### config.mk
export PLATFORM = sky130hd
export DESIGN_NAME = alu_seq_ctrl
export DESIGN_NICKNAME = d
export VERILOG_FILES = /design/src/rtl/alu_pkg.sv /design/src/rtl/alu_seq_mul.sv /design/src/rtl/alu_seq_ctrl.sv
export SDC_FILE = /design/constraint.sdc
export NUM_CORES = 1
export LEC_CHECK = 0
export CORE_MARGIN = 1
export CORE_UTILIZATION = 30
export CTS_CLUSTER_DIAMETER = 60
export DETAILED_ROUTE_END_ITERATION = 7
export PLACE_DENSITY = 0.46
export REMOVE_ABC_BUFFERS = 1
export SYNTH_ARGS = -nofsm -noshare
export SYNTH_HDL_FRONTEND = slang
export SYNTH_SLANG_ARGS = --single-unit
### constraint.sdc
create_clock -name clk -period 3.9 [get_ports clk]
set_clock_uncertainty 0.1 [all_clocks]
set_input_delay 0.78 -clock clk [delete_from_list [all_inputs] [get_ports clk]]
set_output_delay 0.78 -clock clk [all_outputs]
set_load 0.03 [all_outputs]
### src/rtl/alu_pkg.sv
// rtl/alu_pkg.sv - shared ALU op codes and sequencer state encoding
// Purpose: 4-bit ALU control codes used by the decoder and the EX-stage
// sequencer, plus the sequencer FSM state type. No ports.
package alu_pkg;

    localparam logic [3:0] OP_AND  = 4'b0000;
    localparam logic [3:0] OP_OR   = 4'b0001;
    localparam logic [3:0] OP_ADD  = 4'b0010;
    localparam logic [3:0] OP_SLL  = 4'b0011;
    localparam logic [3:0] OP_SLTU = 4'b0100;
    localparam logic [3:0] OP_SUB  = 4'b0110;
    localparam logic [3:0] OP_SLT  = 4'b0111;
    localparam logic [3:0] OP_SRL  = 4'b1011;
    localparam logic [3:0] OP_NOR  = 4'b1100;
    localparam logic [3:0] OP_MUL  = 4'b1111;

    typedef enum logic [1:0] {
        ST_IDLE = 2'd0,
        ST_EXEC = 2'd1,
        ST_MUL  = 2'd2,
        ST_DONE = 2'd3
    } state_t;

endpackage

### src/rtl/alu_seq_mul.sv
// rtl/alu_seq_mul.sv - iterative shift-add multiplier step datapath
// Purpose: one multiplier bit per step; low WIDTH bits of a*b after WIDTH steps.
// Ports:
//   clk, reset       clock, synchronous active-high reset
//   start            load a/b, clear accumulator and iteration counter
//   a, b             multiplicand / multiplier loaded on start
//   step             perform one shift-add iteration
//   clr              clear the iteration counter (operation retired)
//   prod_next        accumulator value after the current step
//   done             current step is the last one (count == WIDTH-1)
module alu_seq_mul #(
    parameter int WIDTH = 32,
    parameter int CNT_W = 6
) (
    input  logic             clk,
    input  logic             reset,
    input  logic             start,
    input  logic [WIDTH-1:0] a,
    input  logic [WIDTH-1:0] b,
    input  logic             step,
    input  logic             clr,
    output logic [WIDTH-1:0] prod_next,
    output logic             done
);

    logic [WIDTH-1:0] acc;
    logic [WIDTH-1:0] mcand;
    logic [WIDTH-1:0] mplier;
    logic [CNT_W-1:0] cnt;

    // Product bits above WIDTH are never needed, so the multiplicand simply
    // shifts left inside WIDTH bits and its high bits fall off.
    assign prod_next = acc + (mplier[0] ? mcand : '0);
    assign done      = (cnt == CNT_W'(WIDTH - 1));

    always_ff @(posedge clk) begin
        if (reset) begin
            acc    <= '0;
            mcand  <= '0;
            mplier <= '0;
            cnt    <= '0;
        end else if (start) begin
            acc    <= '0;
            mcand  <= a;
            mplier <= b;
            cnt    <= '0;
        end else if (step) begin
            acc    <= prod_next;
            mcand  <= mcand << 1;
            mplier <= mplier >> 1;
            // Saturate at the last iteration; only clr/start bring it back.
            if (!done) begin
                cnt <= cnt + 1'b1;
            end
        end else if (clr) begin
            cnt <= '0;
        end
    end

endmodule

### src/rtl/alu_seq_ctrl.sv
// rtl/alu_seq_ctrl.sv - EX-stage ALU sequencer: handshake, FSM, ALU mux, result register
// Purpose: accepts one op per in_valid/in_ready handshake, runs single-cycle
// ops through EXEC and MUL as a WIDTH-step shift-add, holds the result in DONE
// until out_ready. Build macro ALU_SEQ_MUL_EN enables MUL; without it 1111 is
// decoded as an unknown op and the multiplier is not built.
// Ports:
//   clk, reset             clock, synchronous active-high reset
//   in_valid, in_ready     request handshake (in_ready only in IDLE)
//   op, a, b, shamt        ALU control code, operands, shift amount
//   out_valid, out_ready   result handshake (out_valid only in DONE)
//   result, zero, illegal  registered result and flags
//   busy                   state != IDLE
module alu_seq_ctrl
    import alu_pkg::*;
#(
    parameter int WIDTH = 32,
    parameter int CNT_W = 6
) (
    input  logic             clk,
    input  logic             reset,
    input  logic             in_valid,
    output logic             in_ready,
    input  logic [3:0]       op,
    input  logic [WIDTH-1:0] a,
    input  logic [WIDTH-1:0] b,
    input  logic [4:0]       shamt,
    output logic             out_valid,
    input  logic             out_ready,
    output logic [WIDTH-1:0] result,
    output logic             zero,
    output logic             illegal,
    output logic             busy
);

    state_t           state;
    state_t           state_n;

    logic [3:0]       op_q;
    logic [WIDTH-1:0] a_q;
    logic [WIDTH-1:0] b_q;
    logic [4:0]       shamt_q;

    logic [WIDTH-1:0] result_q;
    logic             zero_q;
    logic             illegal_q;

    logic [WIDTH-1:0] alu_res;
    logic             alu_ill;

    logic             accept;
    logic             retire;
    logic             is_mul;

    assign accept = (state == ST_IDLE) && in_valid;
    assign retire = (state == ST_DONE) && out_ready;

`ifdef ALU_SEQ_MUL_EN
    logic [WIDTH-1:0] mul_prod;
    logic             mul_done;

    assign is_mul = (op == OP_MUL);

    alu_seq_mul #(
        .WIDTH (WIDTH),
        .CNT_W (CNT_W)
    ) u_mul (
        .clk       (clk),
        .reset     (reset),
        .start     (accept && is_mul),
        .a         (a),
        .b         (b),
        .step      (state == ST_MUL),
        .clr       (retire),
        .prod_next (mul_prod),
        .done      (mul_done)
    );
`else
    assign is_mul = 1'b0;
`endif

    always_ff @(posedge clk) begin
        if (reset) begin
            state <= ST_IDLE;
        end else begin
            state <= state_n;
        end
    end

    always_comb begin
        state_n = state;
        case (state)
            ST_IDLE: begin
                if (in_valid) begin
                    state_n = is_mul ? ST_MUL : ST_EXEC;
                end
            end
            ST_EXEC: state_n = ST_DONE;
            ST_MUL: begin
`ifdef ALU_SEQ_MUL_EN
                if (mul_done) begin
                    state_n = ST_DONE;
                end
`else
                state_n = ST_IDLE;
`endif
            end
            ST_DONE: begin
                if (out_ready) begin
                    state_n = ST_IDLE;
                end
            end
            default: state_n = ST_IDLE;
        endcase
    end

    // Single-cycle ALU. MUL never reaches EXEC when the multiplier is built,
    // so 1111 falls into the unknown-code default either way.
    always_comb begin
        alu_res = '0;
        alu_ill = 1'b0;
        case (op_q)
            OP_AND:  alu_res = a_q & b_q;
            OP_OR:   alu_res = a_q | b_q;
            OP_ADD:  alu_res = a_q + b_q;
            OP_SLL:  alu_res = b_q << shamt_q;
            OP_SLTU: alu_res = {{(WIDTH-1){1'b0}}, (a_q < b_q)};
            OP_SUB:  alu_res = a_q - b_q;
            OP_SLT:  alu_res = {{(WIDTH-1){1'b0}}, ($signed(a_q) < $signed(b_q))};
            OP_SRL:  alu_res = b_q >> shamt_q;
            OP_NOR:  alu_res = ~(a_q | b_q);
            default: alu_ill = 1'b1;
        endcase
    end

    always_ff @(posedge clk) begin
        if (reset) begin
            op_q      <= '0;
            a_q       <= '0;
            b_q       <= '0;
            shamt_q   <= '0;
            result_q  <= '0;
            zero_q    <= 1'b0;
            illegal_q <= 1'b0;
        end else begin
            if (accept) begin
                op_q    <= op;
                a_q     <= a;
                b_q     <= b;
                shamt_q <= shamt;
            end
            if (state == ST_EXEC) begin
                result_q  <= alu_res;
                zero_q    <= (alu_res == '0);
                illegal_q <= alu_ill;
            end
`ifdef ALU_SEQ_MUL_EN
            if ((state == ST_MUL) && mul_done) begin
                result_q  <= mul_prod;
                zero_q    <= (mul_prod == '0);
                illegal_q <= 1'b0;
            end
`endif
        end
    end

    assign in_ready  = (state == ST_IDLE);
    assign out_valid = (state == ST_DONE);
    assign busy      = (state != ST_IDLE);
    assign result    = result_q;
    assign zero      = zero_q;
    assign illegal   = illegal_q;

endmodule

==> metrics.csv, run 1 <==
stage,metric,value,unit
yosys,syn_inst,1975,
grt,grt_max_degree,59,
setup_path,critPathMaxFanout,3,
setup_path,max_stage_delay,400,ps
final_layout,nets,2593,
setup_path,reg2reg_depth,16,
power_and_ir_drop,power_leakage,7.974,nW
routing,dr.pass1.iters,6,
die,die_w,218.8,um
setup_path,cp-start-kind,flop,
sta,slew_headroom,29.33,%
final_layout,final_common_cell,buf_4,
grt,grt_usage,32.86,%
sta,drv_slew,0,
setup_path,cp_cell_sequence,inv_2 > ha_4 > fa_2 > o21ba_4 > buf_4 > o21ba_2 > a221o_1 > a21oi_2 > and3_1 > nor4bb_2 > nand4_1 > nor4_2 > buf_4 > nand4_1 > nor4_2 > a41o_1,
routing,ant_nets,0,
cts,cts_max_path_buffers,2,
cts,numCtsBuffers,9,
flow_run,cap_violations,0,
grt,grt_pass1_vias,16700,
sta,hold_violations,0,
sta,period_minus_slack,3845,ps
sta,worst_pin_slew,1054,ps
sta,layout_setup_ws,55.24,ps
placed_design,preCtsSetupSlack,-343.6,ps
final_layout,diodes,0,
sta,fmax,260.1,MHz
die,dieArea,47880,sq um
power_and_ir_drop,p_per_area,284.5,nW/um^2
placed_design,gp_congestion,1.057,
routing,dr_total_vias,17540,
worst_hold_path,hold_path.class,flop to flop,
die,start_util,30.36,%
setup_path,reg2reg_to,zero,
die,ios,114,
placed_design,placed_cell_area,18910,sq um
setup_path,critical_path_class,flop to flop,
setup_path,crit_path_top_delay_cell,fa_2,
yosys,ys_seq_area_share,15.47,%
grt,antenna_found_initial,3,
routing,wire_per_inst,26.27,um
setup_path,end_kind,flop,
placed_design,port_buffers,113,
cts,cts-root-buf,clkbuf_16,
die,core_area,46460,sq um
status,outcome,"complete, no violations",
final_layout,drive_gt1_share,28.34,%
cts,clk-insertion-delay-late,430,ps
yosys,yosys-top-cells-area,"dfxtp_1 15%, ha_1 8.7%, a21oi_1 7.7%",
routing,routed_via_density,5.792,
routing,drt_iter0_drc,1550,
final_layout,final_cell_mix,"477 x buf_4, 268 x nand2_1, 207 x a21oi_1, 186 x nor2_1, 112 x clkdlybuf4s50_1",
sta,whs,368.8,ps
final_layout,fin_cells,3028,
cts,clkTransAtPathRegs,100,ps
final_layout,fill_cells,4922,
worst_hold_path,holdPathEnd,result[18],
sta,rsz0062_at_grt,true,
cts,cts_tree,done,
worst_hold_path,hold_start,result[18],
yosys,synth_top_area_share,15.47,%
final_layout,postLayoutCoreUtil,42.77,%
cts,h-tree-depth,3,
routing,drc,0,
cts,clock-sinks,109,
sta,period_share,98.58,%
setup_path,required,4170,ps
placed_design,placed_cells,2991,
yosys,synth_largest_area_cell,dfxtp_1,
die,num_rows,79,
yosys,ys_warn_count,0,
power_and_ir_drop,ir_worst_vdd,0.0002200,V
final_layout,final_area,19870,sq um
placed_design,place_hpwl,65.15,mm
routing,drt-total-wl,79.55,mm
worst_hold_path,holdPathStages,2,
yosys,syn_avg_cell_area,7.141,sq um
final_layout,area_growth,40.89,%
yosys,synth_async_sr_flop_share,0,%
sta,setup_viol,0,
yosys,synth-edff-count,0,
setup_path,crit_arrival,4120,ps
setup_path,rrSetupSlack,60,ps
die,die_height,218.8,um
yosys,yosys_most_used_dff,dfxtp_1,
setup_path,reg2reg_from,a_q[0],
grt,grt_pass1_wl,114.6,mm
yosys,ys_ff_latch,109,
grt,grt_remaining_overflow,0,
yosys,syn_area,14100,sq um
yosys,yosysUniqueCellTypes,97,
[through the flow]
step / power, mW / setup TNS (ps)
floorplan: 2.772 / -29900
global placement: 4.395 / -368.3
detailed placement: 4.387 / -377.0
CTS: 5.506 / 0
global route: 5.915 / -96.21
finish: 5.653 / 0
[power by group]
group          internal (mW)  switching [mW]
registers               1.20          0.0981
logic                   1.43            1.86
clock network          0.458           0.611
total                   3.09            2.57
[synthesized netlist by cell type, types with 27 or more instances]
cell type  instances
a211oi_1          40
a21oi_1          217
buf_2             34
clkbuf_1         113
dfxtp_1          109
ha_1              98
inv_1            106
mux2i_1           76
mux4_2            33
nand2_1          271
nand3_1           36
nand4_1           32
nor2_1           189
nor3_1            49
o211ai_1          30
o21ai_0           65
o22ai_1           27
[worst max-delay path, delay by kind of cell (launching register included)]
kind                       cells  cell delay, ps
and+or+nand+nor                6            1390
AOI/OAI and AO/OA              5            1030
adders and majority gates      2             570
DFF                            1             360
buffers and inverters          3             350
[area by class of cell]
class                           instances  area [sq um]  area share, %
Sequential cell                       109          2208          11.11
Tap cell                              607         759.5          3.822
Clock inverter                          7         81.33         0.4093
Multi-Input combinational cell       1581         11190          56.29
Inverter                              111         416.7          2.097
Timing Repair Buffer                  604          4994          25.13
Clock buffer                            9         225.2          1.133
[routing by layer]
| layer | vias up | track usage [%] | wire length (um) |
|---|---|---|---|
| li1 | 8103 | - | - |
| met1 | 8525 | 43.19 | 34430 |
| met2 | 764 | 54.49 | 37490 |
| met3 | 140 | 3.465 | 4496 |
| met4 | 6 | 13.59 | 3098 |
| met5 | - | 0 | 36 |
[flip-flops by register name, summed over array words and instances (netlist names)]
signal   count
shamt_q      5
result      32
state        2
illegal      1
b_q         32
zero         1
op_q         4
a_q         32
[worst max-delay path by stage]
| stage | slack [ps] | endpoint | from | cells after the start |
|---|---|---|---|---|
| floorplan | -1810 | zero | shamt_q[1] | 10 |
| global placement | -350 | zero | a_q[0] | 17 |
| detailed placement | -340 | zero | a_q[0] | 16 |
| CTS | 10 | zero | a_q[6] | 16 |
| global route | -100 | zero | a_q[2] | 15 |
| finish | 60 | zero | a_q[0] | 16 |
[logic make-up after synthesis]
family	after synthesis	synth area share, %
AND/OR/NAND/NOR	708	23.23
AO/OA/AOI/OAI	616	28.99
buffers and inverters	285	8.588
multiplexers	146	14.06
flip-flops	109	15.47
adder cells (fa/ha/maj)	100	8.978
XOR/XNOR	11	0.6831
[timing repair]
action / in CTS / in global routing
hold buffers: 0 / 0
gates resized for setup: 16 / 81
endpoints found under the setup margin: 2 / 7
pin swaps: 6 / 26
buffers inserted: 7 / 14
Note: power is estimated with default switching activity, not from simulation.
==> inputs of run 2 (changes only) <==
--- a/config.mk
+++ b/config.mk
@@ -6,10 +6,10 @@
 export NUM_CORES = 1
 export LEC_CHECK = 0
 export CORE_MARGIN = 1
-export CORE_UTILIZATION = 30
+export CORE_UTILIZATION = 50
 export CTS_CLUSTER_DIAMETER = 60
 export DETAILED_ROUTE_END_ITERATION = 7
-export PLACE_DENSITY = 0.46
+export PLACE_DENSITY = 0.71
 export REMOVE_ABC_BUFFERS = 1
 export SYNTH_ARGS = -nofsm -noshare
 export SYNTH_HDL_FRONTEND = slang
==> metrics.csv, run 2 (synthesis results as in run 1) <==
stage,metric,value,unit,change
power_and_ir_drop,power.total,5.284,mW,was 5.653 mW
final_layout,fin_cells,2629,,was 3028
setup_path,reg2reg_from,shamt_q[0],,was a_q[0]
routing,wire_per_inst,26.50,um,was 26.27 um
cts,cts_tree,done,,unchanged
setup_path,reg2reg_depth,14,,was 16
setup_path,crit_arrival,4190,ps,was 4120 ps
setup_path,rrSetupSlack,-40,ps,was 60 ps
sta,period_minus_slack,3941,ps,was 3845 ps
placed_design,gp_congestion,1.102,,was 1.057
grt,grt_pass1_wl,101.0,mm,was 114.6 mm
sta,drv_slew,0,,unchanged
routing,dr_total_vias,17640,,was 17540
sta,worst_pin_slew,1103,ps,was 1054 ps
setup_path,required,4150,ps,was 4170 ps
final_layout,final_cell_mix,"310 x buf_4, 267 x nand2_1, 210 x a21oi_1, 187 x nor2_1, 112 x clkdlybuf4s50_1",,"was 477 x buf_4, 268 x nand2_1, 207 x a21oi_1, 186 x nor2_1, 112 x clkdlybuf4s50_1"
final_layout,nets,2423,,was 2593
status,violations,setup timing,,
sta,layout_setup_ws,-40.95,ps,was 55.24 ps
setup_path,crit_path_top_delay_cell,mux4_2,,was fa_2
routing,drt_iter0_drc,2286,,was 1550
sta,slew_headroom,25.83,%,was 29.33%
die,die_w,170.0,um,was 218.8 um
setup_path,cp-endpoint,zero,,unchanged
setup_path,critical_path_class,flop to flop,,unchanged
cts,clk-insertion-delay-late,410,ps,was 430 ps
grt,grt_max_degree,60,,was 59
flow_run,cap_violations,0,,unchanged
die,core_area,27780,sq um,was 46460 sq um
placed_design,placed_cell_area,17290,sq um,was 18910 sq um
sta,period_share,101.0,%,was 98.58%
final_layout,diodes,0,,unchanged
sta,fin_tns_setup,-40.95,ps,was 0 ps
placed_design,place_hpwl,55.07,mm,was 65.15 mm
sta,setup_viol,1,,was 0
grt,grt_usage,47.12,%,was 32.86%
power_and_ir_drop,p_per_area,289.5,nW/um^2,was 284.5 nW/um^2
routing,drt-total-wl,69.68,mm,was 79.55 mm
final_layout,postLayoutCoreUtil,65.69,%,was 42.77%
die,dieArea,28880,sq um,was 47880 sq um
sta,fmax,253.7,MHz,was 260.1 MHz
cts,numCtsBuffers,9,,unchanged
die,die_height,170.0,um,was 218.8 um
final_layout,final_common_cell,buf_4,,unchanged
die,num_rows,61,,was 79
final_layout,final_area,18250,sq um,was 19870 sq um
sta,hold_violations,0,,unchanged
die,start_util,50.77,%,was 30.36%
setup_path,cp_cell_sequence,buf_4 > mux4_2 > a21oi_1 > buf_4 > o22ai_1 > a21oi_1 > and3_1 > nor4bb_2 > nand4_1 > nor4_2 > buf_4 > nand4_1 > nor4_2 > a41o_1,,was inv_2 > ha_4 > fa_2 > o21ba_4 > buf_4 > o21ba_2 > a221o_1 > a21oi_2 > and3_1 > nor4bb_2 > nand4_1 > nor4_2 > buf_4 > nand4_1 > nor4_2 > a41o_1
routing,top_layer,met5,,unchanged
setup_path,max_stage_delay,550,ps,was 400 ps
setup_path,reg2reg_to,zero,,unchanged
cts,clkTransAtPathRegs,90,ps,was 100 ps
routing,wirelength_met1,26.33,mm,was 34.43 mm
routing,dr.pass1.iters,8,,was 6
routing,ant_nets,0,,unchanged
cts,cts_max_path_buffers,2,,unchanged
final_layout,drive_gt1_share,23.10,%,was 28.34%
placed_design,placed_cells,2592,,was 2991
power_and_ir_drop,power_leakage,7.120,nW,was 7.974 nW
worst_hold_path,hold_path.class,flop to flop,,unchanged
routing,wl_met2,29.96,mm,was 37.49 mm
setup_path,end_kind,flop,,unchanged
setup_path,crit_top_cell,buf_4,,
power_and_ir_drop,ir_worst_vdd,0.0002038,V,was 0.0002200 V
setup_path,cp-startpoint,shamt_q[0],,was a_q[0]
grt,antenna_found_initial,1,,was 3
setup_path,cp-start-kind,flop,,unchanged
grt,grt_remaining_overflow,0,,unchanged
die,ios,114,,unchanged
setup_path,critPathMaxFanout,15,,was 3
routing,routed_via_density,6.711,,was 5.792
cts,cts-root-buf,clkbuf_16,,unchanged
cts,h-tree-depth,3,,unchanged
cts,clock-sinks,109,,unchanged
routing,met3_length,8.264,mm,was 4.496 mm
final_layout,area_growth,29.40,%,was 40.89%
routing,drc,0,,unchanged
status,outcome,"finished, violations left",,"was complete, no violations"
placed_design,port_buffers,113,,unchanged
grt,grt_pass1_vias,16370,,was 16700
==> run 2: cell count changes in the layout (fill, tap and decap cells not counted), sizes merged <==
cell      delta
buf        -170
clkbuf       +1
inv          +1
clkinv       -1
clkinvlp     -1
==> run 2: worst min path at each step <==
stage | cells after the start | start | slack (ps) | end
finish | 2 | result[15] | 370 | result[15]
global route | 2 | result[15] | 400 | result[15]
CTS | 2 | result[15] | 370 | result[15]
detailed placement | 2 | result[15] | 360 | result[15]
global placement | 2 | result[15] | 340 | result[15]
floorplan | 2 | a_q[0] | 350 | a_q[0]
==> run 2: metal layers <==
metal | global-route usage [%] | up-vias
met5 | 0 | -
met4 | 29.65 | 2
met3 | 11.67 | 317
met2 | 71.74 | 1267
met1 | 59.41 | 8299
li1 | - | 7757
==> run 2: final cells by class <==
class | instances | area (sq um)
fillers | 2482 | 9532
clock buffers | 10 | 239.0
flip-flops and latches | 109 | 2218
clock inverters | 6 | 63.81
repair buffers | 434 | 3654
well taps | 378 | 473.0
multi-input cells | 1581 | 11180
inverters | 111 | 419.2
==> run 2: where the power goes <==
group / leakage (nW) / internal (mW) / total [mW] / switching [mW]
logic: 6.07 / 1.23 / 2.96 / 1.73
clock network: 0.146 / 0.470 / 1.00 / 0.532
registers: 0.903 / 1.20 / 1.32 / 0.118
==> run 2: per-stage QoR <==
stage               worst slack [ps]  hold WS [ps]
CTS                            5.877         368.2
floorplan                      -1809         347.6
global route                  -63.47         399.7
finish                        -40.95         365.2
detailed placement            -223.1         355.9
global placement              -278.5         340.1
==> run 2: what timing repair did <==
action | CTS | global route
endpoints found under the setup margin | 1 | 4
resized for setup | 16 | 92
pin swaps | 4 | 19
hold buffers | 0 | 0
setup buffers | 1 | 20
==> run 2: worst max-delay path, delay by kind of cell (launching register included) <==
family / cells / cell delay (ps)
flops: 1 / 530
simple gates: 6 / 1390
compound gates: 4 / 760
mux: 1 / 550
buf+inv: 3 / 550
==> inputs of run 3 (changes only) <==
==> constraint.sdc (replaced) <==
create_clock -name clk -period 3.9 [get_ports clk]
set_clock_uncertainty 0.1 [all_clocks]
set_input_delay 0.39 -clock clk [delete_from_list [all_inputs] [get_ports clk]]
set_output_delay 0.39 -clock clk [all_outputs]
set_load 0.03 [all_outputs]
==> metrics.csv, run 3 (synthesis results as in run 1) <==
stage,metric,value,unit,change
sta,fmax,255.5,MHz,was 253.7 MHz
power_and_ir_drop,switching_share,44.33,%,was 45.11%
power_and_ir_drop,p_int,2.943,mW,was 2.900 mW
routing,drt-total-wl,69.45,mm,was 69.68 mm
placed_design,place_hpwl,54.63,mm,was 55.07 mm
placed_design,preCtsSetupSlack,-293.4,ps,was -223.1 ps
routing,wire_per_inst,26.71,um,was 26.50 um
final_layout,fill_cells,2446,,was 2482
routing,ant_nets,0,,unchanged
sta,rsz0062_at_grt,true,,
sta,worst_pin_slew,1216,ps,was 1103 ps
die,die_w,170.0,um,unchanged
setup_path,crit_top_cell,buf_4,,unchanged
cts,cts_max_path_buffers,2,,unchanged
routing,drt_iter0_drc,2181,,was 2286
setup_path,cp-start-kind,flop,,unchanged
power_and_ir_drop,power_frac_seq,24.8,%,was 25.0%
grt,grtUsageMet1,58.47,%,was 59.41%
placed_design,placed_cell_area,17130,sq um,was 17290 sq um
setup_path,critPathMaxFanout,11,,was 15
final_layout,drive_gt1_share,21.03,%,was 23.10%
sta,hold_violations,0,,unchanged
routing,dr_total_vias,17590,,was 17640
cts,clk-insertion-delay-late,400,ps,was 410 ps
grt,grt_remaining_overflow,0,,unchanged
setup_path,cp_top_family,simple AND/OR/NAND/NOR gates,,unchanged
setup_path,end_kind,flop,,unchanged
setup_path,crit_buf_inv,4,,was 3
final_layout,final_area,17940,sq um,was 18250 sq um
setup_path,critical_path_class,flop to flop,,unchanged
power_and_ir_drop,p_per_area,294.7,nW/um^2,was 289.5 nW/um^2
grt,grt_max_degree,66,,was 60
placed_design,gp_congestion,1.091,,was 1.102
power_and_ir_drop,power_frac_comb,55.4,%,was 56.0%
sta,drv_slew,0,,unchanged
die,dieArea,28880,sq um,unchanged
worst_hold_path,hold_start,result[15],,unchanged
final_layout,final_common_cell,buf_4,,unchanged
cts,clock-sinks,109,,unchanged
die,ios,114,,unchanged
cts,cts-root-buf,clkbuf_16,,unchanged
worst_hold_path,holdPathEnd,result[15],,unchanged
cts,ctsHoldBuffers,0,,unchanged
cts,cts_tree,done,,unchanged
status,violations,setup timing,,unchanged
setup_path,crit_arrival,4150,ps,was 4190 ps
worst_hold_path,hold_path.class,flop to flop,,unchanged
placed_design,port_buffers,113,,unchanged
power_and_ir_drop,ir_worst_vdd,0.0002379,V,was 0.0002038 V
die,num_rows,61,,unchanged
sta,layout_setup_ws,-13.39,ps,was -40.95 ps
final_layout,nets,2393,,was 2423
power_and_ir_drop,switchingPower,2.344,mW,was 2.383 mW
die,core_area,27780,sq um,unchanged
grt,top_usage_layer,met2,,unchanged
sta,period_share,100.3,%,was 101.0%
grt,grt_pass1_vias,16200,,was 16370
setup_path,reg2reg_from,shamt_q[1],,was shamt_q[0]
sta,setup_viol,1,,unchanged
cts,numCtsBuffers,9,,unchanged
setup_path,reg2reg_depth,15,,was 14
status,outcome,"finished, violations left",,unchanged
power_and_ir_drop,power_leakage,6.957,nW,was 7.120 nW
grt,grt_usage,46.78,%,was 47.12%
die,start_util,50.77,%,unchanged
setup_path,rrSetupSlack,-10,ps,was -40 ps
placed_design,placed_cells,2570,,was 2592
setup_path,required,4140,ps,was 4150 ps
final_layout,fin_cells,2600,,was 2629
cts,h-tree-depth,3,,unchanged
sta,period_minus_slack,3913,ps,was 3941 ps
grt,antenna_found_initial,2,,was 1
grt,grt_pass1_wl,100.4,mm,was 101.0 mm
power_and_ir_drop,power.total,5.287,mW,was 5.284 mW
grt,use_met2,73.82,%,was 71.74%
routing,routed_via_density,6.767,,was 6.711
flow_run,cap_violations,0,,unchanged
setup_path,cp-startpoint,shamt_q[1],,was shamt_q[0]
routing,drc,0,,unchanged
final_layout,area_growth,27.20,%,was 29.40%
worst_hold_path,holdPathStages,2,,unchanged
final_layout,final_cell_mix,"279 x buf_4, 269 x nand2_1, 210 x a21oi_1, 188 x nor2_1, 112 x clkdlybuf4s50_1",,"was 310 x buf_4, 267 x nand2_1, 210 x a21oi_1, 187 x nor2_1, 112 x clkdlybuf4s50_1"
setup_path,max_stage_delay,460,ps,was 550 ps
setup_path,crit_path_top_delay_cell,dfxtp_4,,was mux4_2
cts,clkTransAtPathRegs,90,ps,about the same
die,die_height,170.0,um,unchanged
final_layout,postLayoutCoreUtil,64.57,%,was 65.69%
sta,slew_headroom,18.73,%,was 25.83%
grt,globalRouteMet3Util,11.30,%,was 11.67%
setup_path,reg2reg_to,zero,,unchanged
setup_path,cp_cell_sequence,buf_4 > buf_4 > mux4_2 > nand2b_1 > a32oi_1 > a21oi_1 > nor3_1 > buf_4 > o211a_1 > nand4_1 > nor4_2 > buf_4 > nand4_1 > nor4_2 > a41o_1,,was buf_4 > mux4_2 > a21oi_1 > buf_4 > o22ai_1 > a21oi_1 > and3_1 > nor4bb_2 > nand4_1 > nor4_2 > buf_4 > nand4_1 > nor4_2 > a41o_1
power_and_ir_drop,pwr-share-clk,19.8,%,was 19.0%
routing,dr.pass1.iters,7,,was 8
-- run 3: cell count changes in the layout (fill, tap and decap cells not counted), moves of 3 or more --
cell and change:
dfxtp_2 -7, buf_4 -31, dfxtp_1 +7, ha_4 -3, ha_1 +4
-- run 3: worst max-delay path by stage --
| stage | endpoint | depth (start not counted) |
|---|---|---|
| finish | zero | 15 |
| detailed placement | zero | 13 |
| global route | zero | 14 |
| floorplan | zero | 10 |
| global placement | zero | 13 |
| CTS | zero | 16 |
-- run 3: per-layer routing --
metal | wire [um] | share of wire, %
met4 | 4305 | 6.2
met2 | 30630 | 44
met3 | 8081 | 12
met5 | 18 | 0.026
met1 | 26420 | 38
-- run 3: worst register-to-register path, cell delays in order (launching register included) --
cell and delay, ps:
dfxtp_4 460, buf_4 160, buf_4 180, mux4_2 380, nand2b_1 190, a32oi_1 360
a21oi_1 110, nor3_1 180, buf_4 160, o211a_1 210, nand4_1 260, nor4_2 350
buf_4 170, nand4_1 110, nor4_2 270, a41o_1 190
-- run 3: cell type report --
cell class                 instances  area (sq um)  area share (%)
clock inverter                     4         53.80          0.2999
tap                              378         473.0           2.636
inverter                         111         416.7           2.323
sequential                       109          2210           12.32
timing repair buffer             404          3432           19.13
clock buffer                      12         257.7           1.437
multi-input combinational       1581         11090           61.84
antenna                            1         2.502         0.01395
-- run 3: per-stage QoR --
stage,hold WS [ps],setup TNS (ps)
global placement,341.6,-192.4
detailed placement,371.5,-293.4
finish,378.3,-13.39
floorplan,347.6,-29900
CTS,382.0,0
global route,408.2,-112.7
-- run 3: power groups by stage --
stage	logic, mW	clock network [mW]	registers [mW]
6_report	2.93	1.05	1.31
2_1_floorplan	1.31	0	1.46
3_3_place_gp	2.66	0	1.33
4_1_cts	2.72	1.04	1.31
5_1_grt	3.07	1.07	1.32
3_5_place_dp	2.68	0	1.34
-- run 3: repair_timing --
item / 4_1_cts / 5_1_grt
setup buffers: 2 / 11
gates resized for setup: 16 / 66
pin swaps: 4 / 21
setup endpoints to repair: 1 / 4
